File: config.mk
export PLATFORM = sky130hd
export DESIGN_NAME = regfile_wb_arbiter_flat
export DESIGN_NICKNAME = d
export VERILOG_FILES = /design/src/rtl/regfile_wb_arbiter_pkg.sv /design/src/rtl/regfile_wb_arbiter_if.sv /design/src/rtl/regfile_wb_arbiter_fifo.sv /design/src/rtl/regfile_wb_arbiter.sv /design/src/flat_wrapper.sv
export SDC_FILE = /design/constraint.sdc
export NUM_CORES = 1
export LEC_CHECK = 0
export CORE_AREA = 5 5 115 128
export DETAILED_ROUTE_END_ITERATION = 8
export DIE_AREA = 0 0 120 133
export DONT_BUFFER_PORTS = 1
export PLACE_DENSITY_LB_ADDON = 0.12
export SLEW_MARGIN = 20
export SYNTH_ARGS = -nofsm -noshare
export SYNTH_HDL_FRONTEND = slang
export SYNTH_SLANG_ARGS = --single-unit
File: constraint.sdc
create_clock -name clk -period 11.6 [get_ports clk]
set_input_delay 1.16 -clock clk [delete_from_list [all_inputs] [get_ports clk]]
set_output_delay 1.16 -clock clk [all_outputs]
set_load 0.005 [all_outputs]
File: src/rtl/regfile_wb_arbiter_pkg.sv
// Shared defaults, grant encoding and address decode for the register-file write-back arbiter.
package regfile_wb_arbiter_pkg;

    localparam int DATA_W_DEF = 32;
    localparam int ADDR_W_DEF = 5;
    localparam int DEPTH_DEF  = 2;
    localparam int PEND_W     = 32;

    localparam logic GRANT_A = 1'b0;
    localparam logic GRANT_B = 1'b1;

    // One-hot decode of a register address; addresses beyond the mask width decode to nothing.
    function automatic logic [PEND_W-1:0] addr_onehot(input logic [31:0] addr);
        logic [PEND_W-1:0] hot;
        hot = '0;
        if (addr < 32'(PEND_W)) hot = PEND_W'(1) << addr;
        return hot;
    endfunction

endpackage

File: src/rtl/regfile_wb_arbiter_if.sv
// Requester write ports plus register-file write port of the write-back arbiter.
interface regfile_wb_arbiter_if
    import regfile_wb_arbiter_pkg::*;
#(
    parameter int DATA_W = DATA_W_DEF,
    parameter int ADDR_W = ADDR_W_DEF
);
    // Handshake: a requester entry transfers at a rising edge where valid and ready are both 1;
    // ready depends only on registered queue occupancy, never on valid in the same cycle.
    logic              a_valid;
    logic              a_ready;
    logic [ADDR_W-1:0] a_addr;
    logic [DATA_W-1:0] a_dat;
    logic              b_valid;
    logic              b_ready;
    logic [ADDR_W-1:0] b_addr;
    logic [DATA_W-1:0] b_dat;
    logic [ADDR_W-1:0] write_addr;
    logic [DATA_W-1:0] write_dat;
    logic              regwrite;
    logic [PEND_W-1:0] pend_mask;

    modport master (
        output a_valid, a_addr, a_dat, b_valid, b_addr, b_dat,
        input  a_ready, b_ready, write_addr, write_dat, regwrite, pend_mask
    );

    modport slave (
        input  a_valid, a_addr, a_dat, b_valid, b_addr, b_dat,
        output a_ready, b_ready, write_addr, write_dat, regwrite, pend_mask
    );

endinterface

File: src/rtl/regfile_wb_arbiter_fifo.sv
// Small shift-register queue holding pending register writes, with per-entry visibility.
module wb_fifo2 #(
    parameter int DATA_W = 32,
    parameter int ADDR_W = 5,
    parameter int DEPTH  = 2,
    localparam int CNT_W = $clog2(DEPTH + 1)
) (
    input  logic              clk,
    input  logic              rst,
    input  logic              push,
    input  logic [ADDR_W-1:0] push_addr,
    input  logic [DATA_W-1:0] push_dat,
    input  logic              pop,
    output logic [ADDR_W-1:0] head_addr,
    output logic [DATA_W-1:0] head_dat,
    output logic [CNT_W-1:0]  count,
    output logic [DEPTH-1:0]  ent_valid,
    output logic [ADDR_W-1:0] ent_addr [DEPTH]
);

    logic [ADDR_W-1:0] addr_q [DEPTH];
    logic [DATA_W-1:0] dat_q  [DEPTH];
    logic [CNT_W-1:0]  count_q;
    logic [CNT_W-1:0]  wr_idx;

    // Entry 0 is always the head; a simultaneous pop shifts first so the push lands one slot lower.
    assign wr_idx = pop ? count_q - CNT_W'(1) : count_q;

    always_ff @(posedge clk) begin
        if (!rst) begin
            count_q <= '0;
            for (int i = 0; i < DEPTH; i++) begin
                addr_q[i] <= '0;
                dat_q[i]  <= '0;
            end
        end else begin
            if (pop) begin
                for (int i = 0; i < DEPTH - 1; i++) begin
                    addr_q[i] <= addr_q[i+1];
                    dat_q[i]  <= dat_q[i+1];
                end
            end
            if (push) begin
                for (int i = 0; i < DEPTH; i++) begin
                    if (wr_idx == CNT_W'(i)) begin
                        addr_q[i] <= push_addr;
                        dat_q[i]  <= push_dat;
                    end
                end
            end
            count_q <= count_q + CNT_W'(push) - CNT_W'(pop);
        end
    end

    assign head_addr = addr_q[0];
    assign head_dat  = dat_q[0];
    assign count     = count_q;

    always_comb begin
        for (int i = 0; i < DEPTH; i++) begin
            ent_valid[i] = CNT_W'(i) < count_q;
            ent_addr[i]  = addr_q[i];
        end
    end

endmodule

File: src/rtl/regfile_wb_arbiter.sv
// Two-requester write-back arbiter: queues writes per requester and issues one per cycle, round-robin.
module regfile_wb_arbiter
    import regfile_wb_arbiter_pkg::*;
#(
    parameter int DATA_W = DATA_W_DEF,
    parameter int ADDR_W = ADDR_W_DEF,
    parameter int DEPTH  = DEPTH_DEF
) (
    input  logic                 clk,
    input  logic                 rst,
    regfile_wb_arbiter_if.slave  bus
);

    localparam int CNT_W = $clog2(DEPTH + 1);

    logic              a_push, a_pop, a_rdy;
    logic              b_push, b_pop, b_rdy;
    logic [ADDR_W-1:0] a_head_addr, b_head_addr;
    logic [DATA_W-1:0] a_head_dat, b_head_dat;
    logic [CNT_W-1:0]  a_count, b_count;
    logic [DEPTH-1:0]  a_ent_valid, b_ent_valid;
    logic [ADDR_W-1:0] a_ent_addr [DEPTH];
    logic [ADDR_W-1:0] b_ent_addr [DEPTH];
    logic              grant_a, grant_b, issue;
    logic              last_grant;
    logic [ADDR_W-1:0] write_addr_q;
    logic [DATA_W-1:0] write_dat_q;
    logic              regwrite_q;
    logic [PEND_W-1:0] pend;

    assign a_rdy  = a_count < CNT_W'(DEPTH);
    assign b_rdy  = b_count < CNT_W'(DEPTH);
    assign a_push = bus.a_valid & a_rdy;
    assign b_push = bus.b_valid & b_rdy;

    // A wins when B is empty or when B was the last one served; B takes whatever A does not.
    assign grant_a = (a_count != '0) && ((b_count == '0) || (last_grant == GRANT_B));
    assign grant_b = (b_count != '0) && !grant_a;
    assign issue   = grant_a | grant_b;
    assign a_pop   = grant_a;
    assign b_pop   = grant_b;

    wb_fifo2 #(.DATA_W(DATA_W), .ADDR_W(ADDR_W), .DEPTH(DEPTH)) u_fifo_a (
        .clk       (clk),
        .rst       (rst),
        .push      (a_push),
        .push_addr (bus.a_addr),
        .push_dat  (bus.a_dat),
        .pop       (a_pop),
        .head_addr (a_head_addr),
        .head_dat  (a_head_dat),
        .count     (a_count),
        .ent_valid (a_ent_valid),
        .ent_addr  (a_ent_addr)
    );

    wb_fifo2 #(.DATA_W(DATA_W), .ADDR_W(ADDR_W), .DEPTH(DEPTH)) u_fifo_b (
        .clk       (clk),
        .rst       (rst),
        .push      (b_push),
        .push_addr (bus.b_addr),
        .push_dat  (bus.b_dat),
        .pop       (b_pop),
        .head_addr (b_head_addr),
        .head_dat  (b_head_dat),
        .count     (b_count),
        .ent_valid (b_ent_valid),
        .ent_addr  (b_ent_addr)
    );

    always_ff @(posedge clk) begin
        if (!rst) begin
            write_addr_q <= '0;
            write_dat_q  <= '0;
            regwrite_q   <= 1'b0;
            last_grant   <= GRANT_B;
        end else begin
            regwrite_q <= issue;
            if (issue) begin
                write_addr_q <= grant_a ? a_head_addr : b_head_addr;
                write_dat_q  <= grant_a ? a_head_dat  : b_head_dat;
                last_grant   <= grant_a ? GRANT_A : GRANT_B;
            end
        end
    end

    always_comb begin
        pend = '0;
        for (int i = 0; i < DEPTH; i++) begin
            if (a_ent_valid[i]) pend = pend | addr_onehot(32'(a_ent_addr[i]));
            if (b_ent_valid[i]) pend = pend | addr_onehot(32'(b_ent_addr[i]));
        end
    end

    assign bus.a_ready    = a_rdy;
    assign bus.b_ready    = b_rdy;
    assign bus.write_addr = write_addr_q;
    assign bus.write_dat  = write_dat_q;
    assign bus.regwrite   = regwrite_q;
    assign bus.pend_mask  = pend;

endmodule

File: src/flat_wrapper.sv
// flat-port wrapper written by rule: the top's interface ports become plain ports
module regfile_wb_arbiter_flat import regfile_wb_arbiter_pkg::*;
#(
    parameter int DATA_W = DATA_W_DEF,
    parameter int ADDR_W = ADDR_W_DEF,
    parameter int DEPTH  = DEPTH_DEF
)
  (clk, rst, bus_a_valid, bus_a_addr, bus_a_dat, bus_b_valid, bus_b_addr, bus_b_dat, bus_a_ready, bus_b_ready, bus_write_addr, bus_write_dat, bus_regwrite, bus_pend_mask);
  regfile_wb_arbiter_if #(.DATA_W(DATA_W), .ADDR_W(ADDR_W)) bus_i ();
  input  logic clk;
  input  logic rst;
  input wire logic [$bits(bus_i.a_valid)-1:0] bus_a_valid;
  input wire logic [$bits(bus_i.a_addr)-1:0] bus_a_addr;
  input wire logic [$bits(bus_i.a_dat)-1:0] bus_a_dat;
  input wire logic [$bits(bus_i.b_valid)-1:0] bus_b_valid;
  input wire logic [$bits(bus_i.b_addr)-1:0] bus_b_addr;
  input wire logic [$bits(bus_i.b_dat)-1:0] bus_b_dat;
  output wire logic [$bits(bus_i.a_ready)-1:0] bus_a_ready;
  output wire logic [$bits(bus_i.b_ready)-1:0] bus_b_ready;
  output wire logic [$bits(bus_i.write_addr)-1:0] bus_write_addr;
  output wire logic [$bits(bus_i.write_dat)-1:0] bus_write_dat;
  output wire logic [$bits(bus_i.regwrite)-1:0] bus_regwrite;
  output wire logic [$bits(bus_i.pend_mask)-1:0] bus_pend_mask;
  assign bus_i.a_valid = bus_a_valid;
  assign bus_i.a_addr = bus_a_addr;
  assign bus_i.a_dat = bus_a_dat;
  assign bus_i.b_valid = bus_b_valid;
  assign bus_i.b_addr = bus_b_addr;
  assign bus_i.b_dat = bus_b_dat;
  assign bus_a_ready = bus_i.a_ready;
  assign bus_b_ready = bus_i.b_ready;
  assign bus_write_addr = bus_i.write_addr;
  assign bus_write_dat = bus_i.write_dat;
  assign bus_regwrite = bus_i.regwrite;
  assign bus_pend_mask = bus_i.pend_mask;
  regfile_wb_arbiter #(.DATA_W(DATA_W), .ADDR_W(ADDR_W), .DEPTH(DEPTH)) u_core (.clk(clk), .rst(rst), .bus(bus_i));
endmodule
==> results of run 1 <==
[per-stage QoR]
| step | hold slack (ps) | total power, W |
|---|---|---|
| floorplan | 509 | 0.00171 |
| global placement | 519 | 0.00188 |
| detailed placement | 518 | 0.00191 |
| CTS | 532 | 0.00246 |
| global route | 541 | 0.00259 |
| finish | 532 | 0.00247 |
[state kept, by name, summed over array words and instances, names as in the netlist, 2 cells and up]
| signal | count |
|---|---|
| u_core.bus.write_addr | 5 |
| u_core.u_fifo_a.count | 2 |
| u_core.u_fifo_a.dat_q | 64 |
| u_core.u_fifo_b.addr_q | 10 |
| u_core.bus.write_dat | 32 |
| u_core.u_fifo_b.dat_q | 64 |
| u_core.u_fifo_a.addr_q | 10 |
| u_core.u_fifo_b.count | 2 |
[path summary, 6_finish.rpt]
kind                                start                      endpoint  slack (ps)  depth (start not counted)
max              u_core.u_fifo_b.count[1]             bus_pend_mask[23]        7260                          7
min          u_core.u_fifo_a.dat_q[0][46]  u_core.u_fifo_a.dat_q[0][14]         530                          1
max reg2reg      u_core.u_fifo_b.count[0]  u_core.u_fifo_a.addr_q[0][5]        8070                          9
min reg2reg  u_core.u_fifo_a.dat_q[0][46]  u_core.u_fifo_a.dat_q[0][14]         530                          1
[power groups by stage]
stage / logic [W] / registers [W] / clock network [W]
detailed placement: 0.000715 / 0.00119 / 0
global route: 0.000791 / 0.00121 / 0.000595
finish: 0.000730 / 0.00118 / 0.000553
global placement: 0.000689 / 0.00119 / 0
CTS: 0.000720 / 0.00118 / 0.000559
floorplan: 0.000581 / 0.00113 / 0
[logic make-up (layout without fill, tap and decap cells)]
kind of cell | after synthesis | after routing | synth area share, %
DFF | 191 | 191 | 60.0
AOI/OAI and AO/OA | 192 | 192 | 18.0
adders and majority gates | 6 | 6 | 0.849
xor gates and xnor gates | 3 | 3 | 0.297
and+or+nand+nor | 209 | 209 | 13.1
muxes | 38 | 38 | 4.30
buffers and inverters | 59 | 54 | 3.43
[metal layers]
metal	track usage [%]	routed length (um)
met5	0	0
met4	8.66	416
met3	8.29	1970
met2	43.1	10500
met1	37.3	8930
[placed cells by master (no fill, tap or decap), types with 7 or more instances in the layout]
| master | count |
|---|---|
| edfxtp_1 | 148 |
| and2_1 | 80 |
| a22o_1 | 74 |
| nor2_1 | 50 |
| dfxtp_1 | 43 |
| mux2i_1 | 38 |
| a211oi_1 | 37 |
| o221ai_1 | 28 |
| nand2_1 | 24 |
| a22oi_1 | 22 |
| clkbuf_16 | 17 |
| nor2b_1 | 13 |
| buf_4 | 12 |
| nand2b_1 | 9 |
| a32oi_1 | 9 |
| nor3_1 | 8 |
| inv_1 | 7 |
[cell type report]
cell class	instances	area share, %
well taps	164	2.16
repair buffers	14	1.26
clock inverters	13	1.34
multi-input cells	448	34.5
clock buffers	19	4.56
flip-flops and latches	191	55.9
inverters	8	0.316
[worst reg2reg max path, stage by stage (launching register included)]
cell and delay, ps:
dfxtp_1 500, inv_1 100, ha_2 400, buf_4 400
o21bai_4 170, buf_4 640, a21oi_1 240, o21ai_4 390
buf_8 230, buf_8 180
==> metrics, run 1 <==
Clk network pwr share approximately 22%; I/O pins 150; Setup crit end kind output port; Port-buffer cells 0; max-cap viol count 0; vias in the first global route 5736; total track usage 27.5%; die area 0.0160 sq mm; Slew Viols, Final 0; Starting Density about 66%; initial antenna violation count 0; antenna cells 0; TritonCTS clock tree done; RSZ-0062 raised after global routing no; ratio of cells with drive above 1 in the final layout 8.51%; CTS Buf Count 17; via/cell ratio 6.94; dpl cells 823; post-synthesis average cell area 12.7 sq um; synth warn 0; sequential area share after synthesis 60.0%; mapped cell area 0.00884 sq mm; Async SR Flop Fraction 0%; placeable core area between 0.01 and 0.015 sq mm; Multi-input gate area 0.00328 sq mm; Seq. cell area 0.00531 sq mm; drt first-iter violations 579; CP max stage delay 620 ps; PostCTS Resize Cnt 0; grt ovf 0; Max Fclk about 230 MHz; Psw just under 0.0009 W; Yosys cell types 46; clock-pin slew on the worst setup and hold paths 70 ps; NumNets Final 764; worst skew pair latency 430 ps; Synth area leaders edfxtp_1 (50%), dfxtp_1 (9.7%), a22o_1 (7.3%), and2_1 (5.7%), mux2i_1 (4.3%); top_reg_cell synth edfxtp_1; crit-path cells inv_1 > ha_2 > buf_4 > nor4bb_1 > and3_1 > a221oi_1 > o21ai_0; GPL Wtd Cong just under 1; top-count cell post-synth edfxtp_1; CP Data Required Time about 10000 ps; fin crit period 4340 ps; largest net degree at the start of global routing 79; Initial DRT Pass Iterations 5; share of the synthesized area in the top cell type 50.3%; register share of total power 48.0%; delay-heaviest family, CP buffers and inverters; Logic pwr share around 30%; Int Pwr 0.00160 W; DR WL/cell 25.5 um; Die Wd around 120 um; EDFF count, synth 148; crit path DAT 3180 ps; final setup margin 7260 ps; Slowest-stage cell, CP ha_2; Peak VDD IR 0.157 mV; dpl ws 7810 ps; Design Area, Final roughly 0.0095 sq mm; final worst-path cycle share a little under two fifths; crit path kind reg2out; Hold/Removal Path Class reg2reg; Synth Register Bits 191; site row count 45; vias about 6k; Routed Antenna Nets 0; dpl hpwl roughly 15000 um; CTS max path bufs 2; worst-path maximum fanout 31; Die H 133 um; dpl cell area a little under 0.009 sq mm; Final Util between 70 and 80%; CP Buf/Inv Count 2; syn_nets 782; global-route wire length before repair 33600 um; largest area contributor in the netlist edfxtp_1; Setup Viol. Count Final 0; area delta synth->final 7.43%; number of H-tree levels 4; Routed WL roughly 22000 um; Startpoint Class register; Post-CTS Setup Bufs 0; most frequent cells after synthesis edfxtp_1 (148), and2_1 (80), a22o_1 (74); Sw Share 35.1%; worst slew pin tran 1030 ps; CTS sink cnt 191; cells after synthesis between 600 and 700; DRC violations left 0; fill count a little over 900; Lkg Pwr around 3.5 nW; pwr/cell area 260 mW/mm^2; non-filler cells, final around 860; post-route setup TNS 0 ps; root buffer cell clkbuf_16; Final Hold Fails 0; Hold Buf Count CTS 0; status completed; Slew HR 31.4%; clk_skew 12.0 ps
Power figures use the tool's default switching activity.
==> run 2: changes to the inputs <==
Settings changed: CORE_AREA 5 5 115 128 to 5 5 119 132, DIE_AREA 0 0 120 133 to 0 0 124 137.
Clock period 11.6 ns to 4.5 ns, I/O delays scaled along.
==> run 2 against run 1 <==
Compared with the run above: sequential share of layout area rose by 0.066 points; critical path depth fell by 1; clock power grew to 2.5 times the previous value; via count shrank 2.8%; critical path type unchanged; highest routed layer unchanged.
==> metrics, run 2 (synthesized netlist as in run 1, its figures left out) <==
status completed; pwr/cell area 661 mW/mm^2; drt first-iter violations 489; clock-pin slew on the worst setup and hold paths 70 ps; Setup crit end bus_pend_mask[5]; Sw Share about a third; PostCTS Resize Cnt 0; dpl cell area 0.00894 sq mm; root buffer cell clkbuf_16; initial antenna violation count 0; final worst-path cycle share 80.4%; post-route setup TNS 0 ps; via/cell ratio approximately 6.5; Int Pwr around 0.0041 W; largest net degree at the start of global routing 61; max-cap viol count 0; most frequent cells in the layout edfxtp_1 (148), and2_1 (80), a22o_1 (74); antenna cells 0; worst r2r src u_core.u_fifo_b.count[0]; CTS sink cnt 191; worst-path maximum fanout 29; crit path kind reg2out; RSZ-0062 raised after global routing no; Lkg Pwr 3.51 nW; vias 5776; CP startpoint u_core.u_fifo_b.count[0]; CP Data Required Time ~4100 ps; site row count 46; dpl hpwl ~15000 um; worst slew pin tran between 1000 and 1500 ps; Psw 0.00217 W; Routed WL around 21000 um; GPL Wtd Cong 0.900; CTS Buf Count 17; most common cell after layout, fill and taps aside edfxtp_1; Setup Viol. Count Final 0; Max Fclk 276 MHz; R2R setup slack between 1000 and 1500 ps; DRC violations left 0; WHS approximately 140 ps; crit path DAT 3170 ps; Final Hold Fails 0; Port-buffer cells 0; Setup crit end kind output port; Design Area, Final about 0.0095 sq mm; fill count 1070; min-delay src rst; area delta synth->final 7.30%; Hold Buf Count CTS 0; number of H-tree levels 4; worst skew pair latency 430 ps; grt ovf 0; Routed Antenna Nets 0; TritonCTS clock tree done; cells on worst reg2reg path 7; Clk network pwr share between 20% and 30%; NumNets Final ~760; die area 0.0170 sq mm; fin crit period ~3600 ps; Peak VDD IR 0.405 mV; dpl ws 1250 ps; Initial DRT Pass Iterations 5; register share of total power 48.7%; Slew HR 32.1%; DR WL/cell 24.1 um; Slew Viols, Final 0; total track usage 26.0%; global-route wire length before repair between 30000 and 40000 um; ratio of cells with drive above 1 in the final layout 8.25%; Starting Density between 60% and 70%; Logic pwr share 29.1%; Die Wd 124 um; overall power 0.00627 W; R2R Path End u_core.u_fifo_a.dat_q[0][61]; placeable core area 0.0142 sq mm; vias in the first global route 5816; I/O pins 150; CTS max path bufs 2; clk_skew 18.1 ps; Startpoint Class register; Die H 137 um; Post-CTS Setup Bufs 0; Hold/Removal Path Class in2reg; final setup margin 880 ps
run 2: changes by cell type in the layout (fill, tap and decap cells not counted):
cell / previous run / this run
buf_8: 2 / 0
inv_6: 4 / 2
a21oi_2: 1 / 2
a21oi_4: 1 / 0
buf_4: 12 / 13
clkinv_2: 1 / 2
clkinvlp_4: 3 / 4
inv_8: 2 / 1
run 2: worst max-delay path: stages (launching register included):
cell,delay (ps)
dfxtp_1,500
inv_1,90
ha_2,450
buf_4,390
nor4_1,910
a32oi_1,240
o221ai_1,170
run 2: layout make-up:
class                      count  area, sq um  area share [%]
sequential                   191         5310            55.9
clock buffer                  19          433            4.56
clock inverter                12          111            1.17
tap                          192          240            2.53
inverter                       8         30.0           0.317
timing repair buffer          13         97.6            1.03
multi-input combinational    448         3270            34.5
run 2: worst min-delay path by stage:
stage	endpoint	slack [ps]	cells after the start
after floorplan	u_core.last_grant	510	2
after global placement	u_core.u_fifo_b.dat_q[0][20]	520	1
after detailed placement	u_core.u_fifo_b.dat_q[0][18]	520	1
after CTS	u_core.last_grant	120	1
after global routing	u_core.last_grant	130	1
final	u_core.last_grant	140	1
run 2: power groups by stage:
stage,Sequential [W],Combinational (W),Clock (W)
after floorplan,0.00292,0.00150,0
after global placement,0.00308,0.00175,0
after detailed placement,0.00309,0.00181,0
after CTS,0.00306,0.00182,0.00140
after global routing,0.00312,0.00201,0.00148
final,0.00306,0.00183,0.00139
run 2: layer usage:
metal	up-vias	part of all wire [%]	global-route usage (%)
met5	-	0	0
met4	0	2.7	10.7
met3	40	10	8.64
met2	284	48	41.2
met1	2775	39	33.0
li1	2677	-	-
run 2: through the flow:
stage / cells / utilization (%)
floorplan: 698 / -
global placement: 852 / 62.9
detailed placement: 852 / 62.9
CTS: 883 / 66.7
global route: 883 / 66.7
finish: 883 / 66.7
